**src/rtl/dco_tune_sd.sv**
```systemverilog
// Sigma-delta dither of a fractional DCO tuning word onto the integer capacitor-array word.
// First-order accumulator (ORDER=1) or MASH 1-1 (ORDER=2); the output is clamped to 0..MAX.
module dco_tune_sd #(
  parameter int unsigned MAX    = 25,
  parameter int unsigned FRAC_W = 5,
  parameter int unsigned ORDER  = 1
) (
  input  logic              clk,
  input  logic              rst,
  input  logic              en,
  input  logic              tune_valid,
  input  logic [FRAC_W+4:0] tune_word,
  output logic              tune_ready,
  output logic [4:0]        word,
  output logic              word_valid,
  output logic              sat
);

  typedef enum logic [1:0] {StIdle, StRun, StHold} state_t;

  state_t            state_q, state_d;
  logic              live_q;
  logic [4:0]        int_q;
  logic [FRAC_W-1:0] frac_q, acc1_q, acc2_q;
  logic [FRAC_W-1:0] acc1_nxt, acc2_nxt;
  logic              c1, c2, c2d_q;
  logic [4:0]        word_q, word_nxt;
  logic              sat_q, sat_nxt;
  logic signed [6:0] raw;
  logic              accept, step;

  // live_q keeps tune_ready low after reset until the first enabled clock edge.
  assign tune_ready = live_q && en && (state_q != StHold);
  assign accept     = tune_valid && tune_ready;
  // A RUN update only happens on edges where en is still high.
  assign step       = (state_q == StRun) && en;
  assign word       = word_q;
  assign sat        = sat_q;
  assign word_valid = (state_q != StIdle);

  // Accumulator stages; the second stage integrates the first stage's new value.
  assign {c1, acc1_nxt} = {1'b0, acc1_q} + {1'b0, frac_q};
  assign {c2, acc2_nxt} = {1'b0, acc2_q} + {1'b0, acc1_nxt};

  // Raw dithered value and clamp to the legal array range.
  always_comb begin
    raw = 7'(int_q) + 7'(c1);
    if (ORDER == 2) begin
      raw = raw + 7'(c2) - 7'(c2d_q);
    end
    word_nxt = raw[4:0];
    sat_nxt  = 1'b0;
    if (raw < 0) begin
      word_nxt = 5'd0;
      sat_nxt  = 1'b1;
    end else if (raw > $signed(7'(MAX))) begin
      word_nxt = 5'(MAX);
      sat_nxt  = 1'b1;
    end
  end

  // Next-state logic for IDLE/RUN/HOLD.
  always_comb begin
    state_d = state_q;
    unique case (state_q)
      StIdle:  if (accept) state_d = StRun;
      StRun:   if (!en)    state_d = StHold;
      StHold:  if (en)     state_d = StRun;
      default:             state_d = StIdle;
    endcase
  end

  // State, tuning registers, accumulators and registered outputs.
  always_ff @(posedge clk or posedge rst) begin
    if (rst) begin
      state_q <= StIdle;
      live_q  <= 1'b0;
      int_q   <= '0;
      frac_q  <= '0;
      acc1_q  <= '0;
      acc2_q  <= '0;
      c2d_q   <= 1'b0;
      word_q  <= '0;
      sat_q   <= 1'b0;
    end else begin
      state_q <= state_d;
      if (en) begin
        live_q <= 1'b1;
      end
      // The update on an accept edge still uses the old int/frac; new values apply next edge.
      if (accept) begin
        int_q  <= tune_word[FRAC_W+4:FRAC_W];
        frac_q <= tune_word[FRAC_W-1:0];
      end
      if (step) begin
        acc1_q <= acc1_nxt;
        acc2_q <= acc2_nxt;
        c2d_q  <= c2;
        word_q <= word_nxt;
        sat_q  <= sat_nxt;
      end
    end
  end

endmodule

```
**config.mk**
```make
export PLATFORM = sky130hd
export DESIGN_NAME = dco_tune_sd
export DESIGN_NICKNAME = d
export VERILOG_FILES = /design/src/rtl/dco_tune_sd.sv
export SDC_FILE = /design/constraint.sdc
export NUM_CORES = 1
export LEC_CHECK = 0
export ABC_AREA = 1
export ABC_CLOCK_PERIOD_IN_PS = 5900
export CORE_MARGIN = 10
export CORE_UTILIZATION = 45
export DETAILED_ROUTE_END_ITERATION = 8
export PLACE_DENSITY = 0.73
export SYNTH_ARGS = -nofsm -noshare
export SYNTH_HDL_FRONTEND = slang
export SYNTH_SLANG_ARGS = --single-unit
```
**constraint.sdc**
```tcl
create_clock -name clk -period 5.9 [get_ports clk]
set_clock_uncertainty 0.1 [all_clocks]
set_input_delay 0.885 -clock clk [delete_from_list [all_inputs] [get_ports clk]]
set_output_delay 0.885 -clock clk [all_outputs]
set_load 0.005 [all_outputs]
```
* Word-level counts from Yosys, hierarchy flattened
Cells that the tools add are included.
** Word-level totals
- Output and inout bits :: 8
- Input port bits :: 14
- Logic and storage cells :: 32
- Bits in registers :: 24
** Operators by class
- Equality and inequality tests :: 6
- Mux-type cells :: 8
- Reductions and logical operators :: 7
- $add $sub $neg :: 2
- $lt $le $gt $ge :: 2
** Operators with widths (number)
- $mux W5 :: 2
- $ne A2 B2 Y1 const B :: 4
- $add A5 B1 Y6 :: 1
- $add A5 B5 Y6 :: 1
- $gt A6 B5 Y1 const B :: 1
- $lt A6 B1 Y1 const B :: 1
- $mux W2 :: 3
- $pmux W2 S3 :: 1
- $logic_and A1 B1 Y1 :: 4
- $reduce_and A3 Y1 :: 1
- $eq A2 B1 Y1 const B :: 1
- $eq A2 B2 Y1 const B :: 1
- $logic_not A2 Y1 :: 1
- $mux W1 :: 2
- $reduce_bool A2 Y1 :: 1

* Depth between registers and ports, before layout
- Depth in word-level cells :: 5
- Mapped depth :: 15
- Depth with buffers taken out :: 15

* Worst setup path after synthesis
No wires, ideal clock.
- Path kind :: reg-to-reg
- Start point :: reg frac_q[2]
- End point :: reg word_q[1], in the netlist word[1]
- Required time :: 5.684 ns
- Slack :: 3.734 ns
- Stages on the path, launching flop included :: 16
- Buffers on the path :: 0
- Arrival :: 1.950 ns
- Period minus slack after synthesis :: 2.166 ns
- Cells stage by stage :: dfrtp_1 > ha_1 > nand3_1 > nand3_1 > a21oi_1 > o21bai_1 > ha_1 > ha_1 > inv_1 > nand2_1 > nand3b_1 > nand3_1 > nand2_1 > nand2_2 > nand2_1 > nand2_1
** On the way
- Word-level cells in the longest chain between the ends :: 5
- Elaborated cells between the ends (all ways) :: 6
** Ends and longest elaborated chain
- start, declared :: RTL line 24 : logic [FRAC_W-1:0] frac_q, acc1_q, acc2_q;
- start signal, assigned :: RTL line 93 : frac_q <= tune_word[FRAC_W-1:0];
- $add A5 B5 Y6 * :: RTL line 42 : assign {c1, acc1_nxt} = {1'b0, acc1_q} + {1'b0, frac_q};
- $add A5 B1 Y6 * :: RTL line 47 : raw = 7'(int_q) + 7'(c1);
- $gt A6 B5 Y1 :: RTL line 56 : end else if (raw > $signed(7'(MAX))) begin
- $mux W5 :: RTL line 56
- $mux W5 * :: RTL line 53 : if (raw < 0) begin
- end signal, assigned :: RTL line 99 : word_q <= word_nxt;
- end, declared :: RTL line 27 : logic [4:0] word_q, word_nxt;
Mark *: on every way between the ends. The rest lies on a longest branch, timed or not.
A chain may end at the register's enable or synchronous reset.

* Worst setup path after layout
- Start point :: in en
- End point :: out tune_ready
** On the way
- Word-level cells in the longest chain between the ends :: 2
** Ends and longest elaborated chain
- start, declared :: RTL line 10 : input logic en,
- $logic_and A1 B1 Y1 (2 in a row) :: RTL line 33 : assign tune_ready = live_q && en && (state_q != StHold);
- end, declared :: RTL line 13 : output logic tune_ready,
No other way between the ends.

==> flow_summary.ini <==
[timing]
report.final.slew_viol_count = 0
max_freq_mhz = 310
worstMarginPinSlew_ps = 906
min_period_ps = 3220
setup_viol = 0
rsz0062_at_grt = false
post-route-period-util_pct = 54.6
hold_violations = 0
timing.hold.ws_ps = 397
setup_tns_ps = 0
slew_headroom_pct = 39.5
setup_slack_ps = 2680

[placed_design]
routabilityCongestion = 0.875
placed_area_um2 = 1540
dp_hpwl_um = 2020
portBuffers = 21
preCtsSetupSlack_ps = 2660

[yosys]
yosysUniqueCellTypes = 27
synthMuxAreaShare_pct = 0
syn_nets = 176
post_synth_inst_count = 154
synth_xor_area_share_pct = 1.34
syn_area_per_cell_um2 = 8.51
synthSimpleGateAreaFrac_pct = 29.0
netlist.area_leader.share_pct = 45.8
synth_top_flop_cell = dfrtp_1
yosysMostFrequentCell = nand2_1
ys_ff_latch = 24
synth_top_family_by_area = simple AND/OR/NAND/NOR gates
ys_seq_area_share_pct = 45.8
synth_edf_count = 0
ys_warn_count = 0
syn_area_um2 = 1310
synthArstFlopShare_pct = 100
synth_common_cells = 45 x nand2_1, 24 x dfrtp_1, 18 x inv_1, 15 x nand3_1, 9 x nor2_1
synthAdderAreaFrac_pct = 8.21
synth-compound-area-share_pct = 7.74
synth_top_cell_by_area = dfrtp_1
ys_top_cells_by_area = dfrtp_1 46%, nand2_1 13%, ha_1 6.7%

[critical_path]
arrival_ps = 2240
r2r_end = word[2]
start_kind = input pin
path_class = input pin to output port
r2r_slack_ps = 3480
cp-end-kind = output port
reg2reg_from = frac_q[2]
cp_max_fo = 8
path_buf_inv = 2
path_cells = clkdlybuf4s50_1 -> nand2_2 -> nor2_8 -> clkdlybuf4s50_1
critical_path.top_delay_family = buffers and inverters
critPathMostFrequentCell = clkdlybuf4s50_1
critical_path.max_stage_delay_ps = 540
critPathSlowestCell = clkdlybuf4s50_1
rr_worst_depth = 15
required_ps = 4910

[routing]
dr.first_iter.drc_count = 24
post_drt_wl_per_cell_um = 12.1
vias = 1016
first_pass_iters = 4
viasPerCell = 4.88
ant_nets = 0
drc = 0
wl_um = 2510

[clock_network]
cts_buffers = 3
clk_latency_ps = 310
post_cts_buffers = 0
ctsRootBufferMaster = clkbuf_4
clkTransAtPathRegs_ps = 130
cts_buffer_depth = 2
cts_hold_buf = 0
ctsResizeCount = 0
cts_sinks = 24
cts_tree = done
h-tree-depth = 1

[floorplanning]
die_w_um = 74.0
die_y_um = 74.0
rows = 19
top_level_ports = 22
initial_core_util_pct = 47.1
dieArea_um2 = 5470
design.core.area_um2 = 2780

[global_route]
grt_pass1_vias = 1075
grt_usage_pct = 9.97
grt_max_degree = 25
antenna_found_initial = 0
overflow = 0
grt_pass1_wl_um = 4610

[power]
power_mw = 0.675
power.leakage_nw = 0.817
p_per_area_nw_per_um2 = 427
irDropWorstVdd_mv = 0.254

[worst_hold_path]
worstHoldStart = acc1_q[0]
min_path_cells = 2
worstHoldEndpoint = acc1_q[0]
hold_path_class = flip-flop to flip-flop

[finish]
fin_area_um2 = 1580
drive_gt1_share_pct = 11.9
n_antenna_cell = 0
syn_to_final_growth_pct = 20.5
finalNetCount = 200

[run]
drv_cap = 0

[outcome]
status = finished, final reports clean
registers in the layout (all words and copies together) (netlist names):
name	cells
word	5
live_q	1
frac_q	5
int_q	5
acc1_q	5
sat	1
state_q	2
tightest hold or removal path: stages, from the launching register on:
cell,delay [ps]
dfrtp_1,370
nand2_1,60
nand2_1,50
worst max path at each step:
stage,start,to,slack [ps],cells past startpoint
3_5_place_dp,en,tune_ready,2660,4
6_report,en,tune_ready,2680,4
5_1_grt,en,tune_ready,2600,4
4_1_cts,en,tune_ready,2660,4
3_3_place_gp,en,tune_ready,2690,4
2_1_floorplan,frac_q[2],word[1],3730,15
placed cells by master, fill, tap and decap left out, types with 3 or more instances in the layout:
cell type	instances
a21oi_1	3
a21oi_2	3
clkbuf_4	3
clkdlybuf4s50_1	21
dfrtp_1	24
ha_1	7
inv_1	18
inv_2	5
nand2_1	45
nand3_1	15
nor2_1	9
o21ai_1	3
power by group:
part	internal, mW	total (mW)	switching, mW
sequential	0.225	0.267	0.0415
clock	0.0376	0.0875	0.0499
combinational	0.153	0.320	0.167
cell type report:
class	instances	area [um^2]
flip-flops and latches	24	601
inverters	23	86.3
multi-input cells	105	607
repair buffers	21	210
clock buffers	4	36.3
fillers	257	1200
well taps	31	38.8
stage by stage:
step / utilization (%) / std cells
global placement: 55.5 / 204
CTS: 56.8 / 208
detailed placement: 55.5 / 204
floorplan: - / 154
global route: 56.8 / 208
finish: 56.8 / 208
layer usage:
layer,up-vias,part of all wire [%],global-route usage [%]
met1,461,46,12.3
li1,531,-,-
met5,-,0,0
met3,4,6.2,3.06
met2,20,46,16.1
met4,0,1.5,3.52
cell families (layout without fill, tap and decap cells):
logic type,Yosys count,count (layout)
adders and majority gates,8,8
and+or+nand+nor,80,80
xor gates and xnor gates,2,2
DFF,24,24
AOI/OAI and AO/OA,15,15
buffers and inverters,25,48
Note: power is estimated with default switching activity, not from simulation.
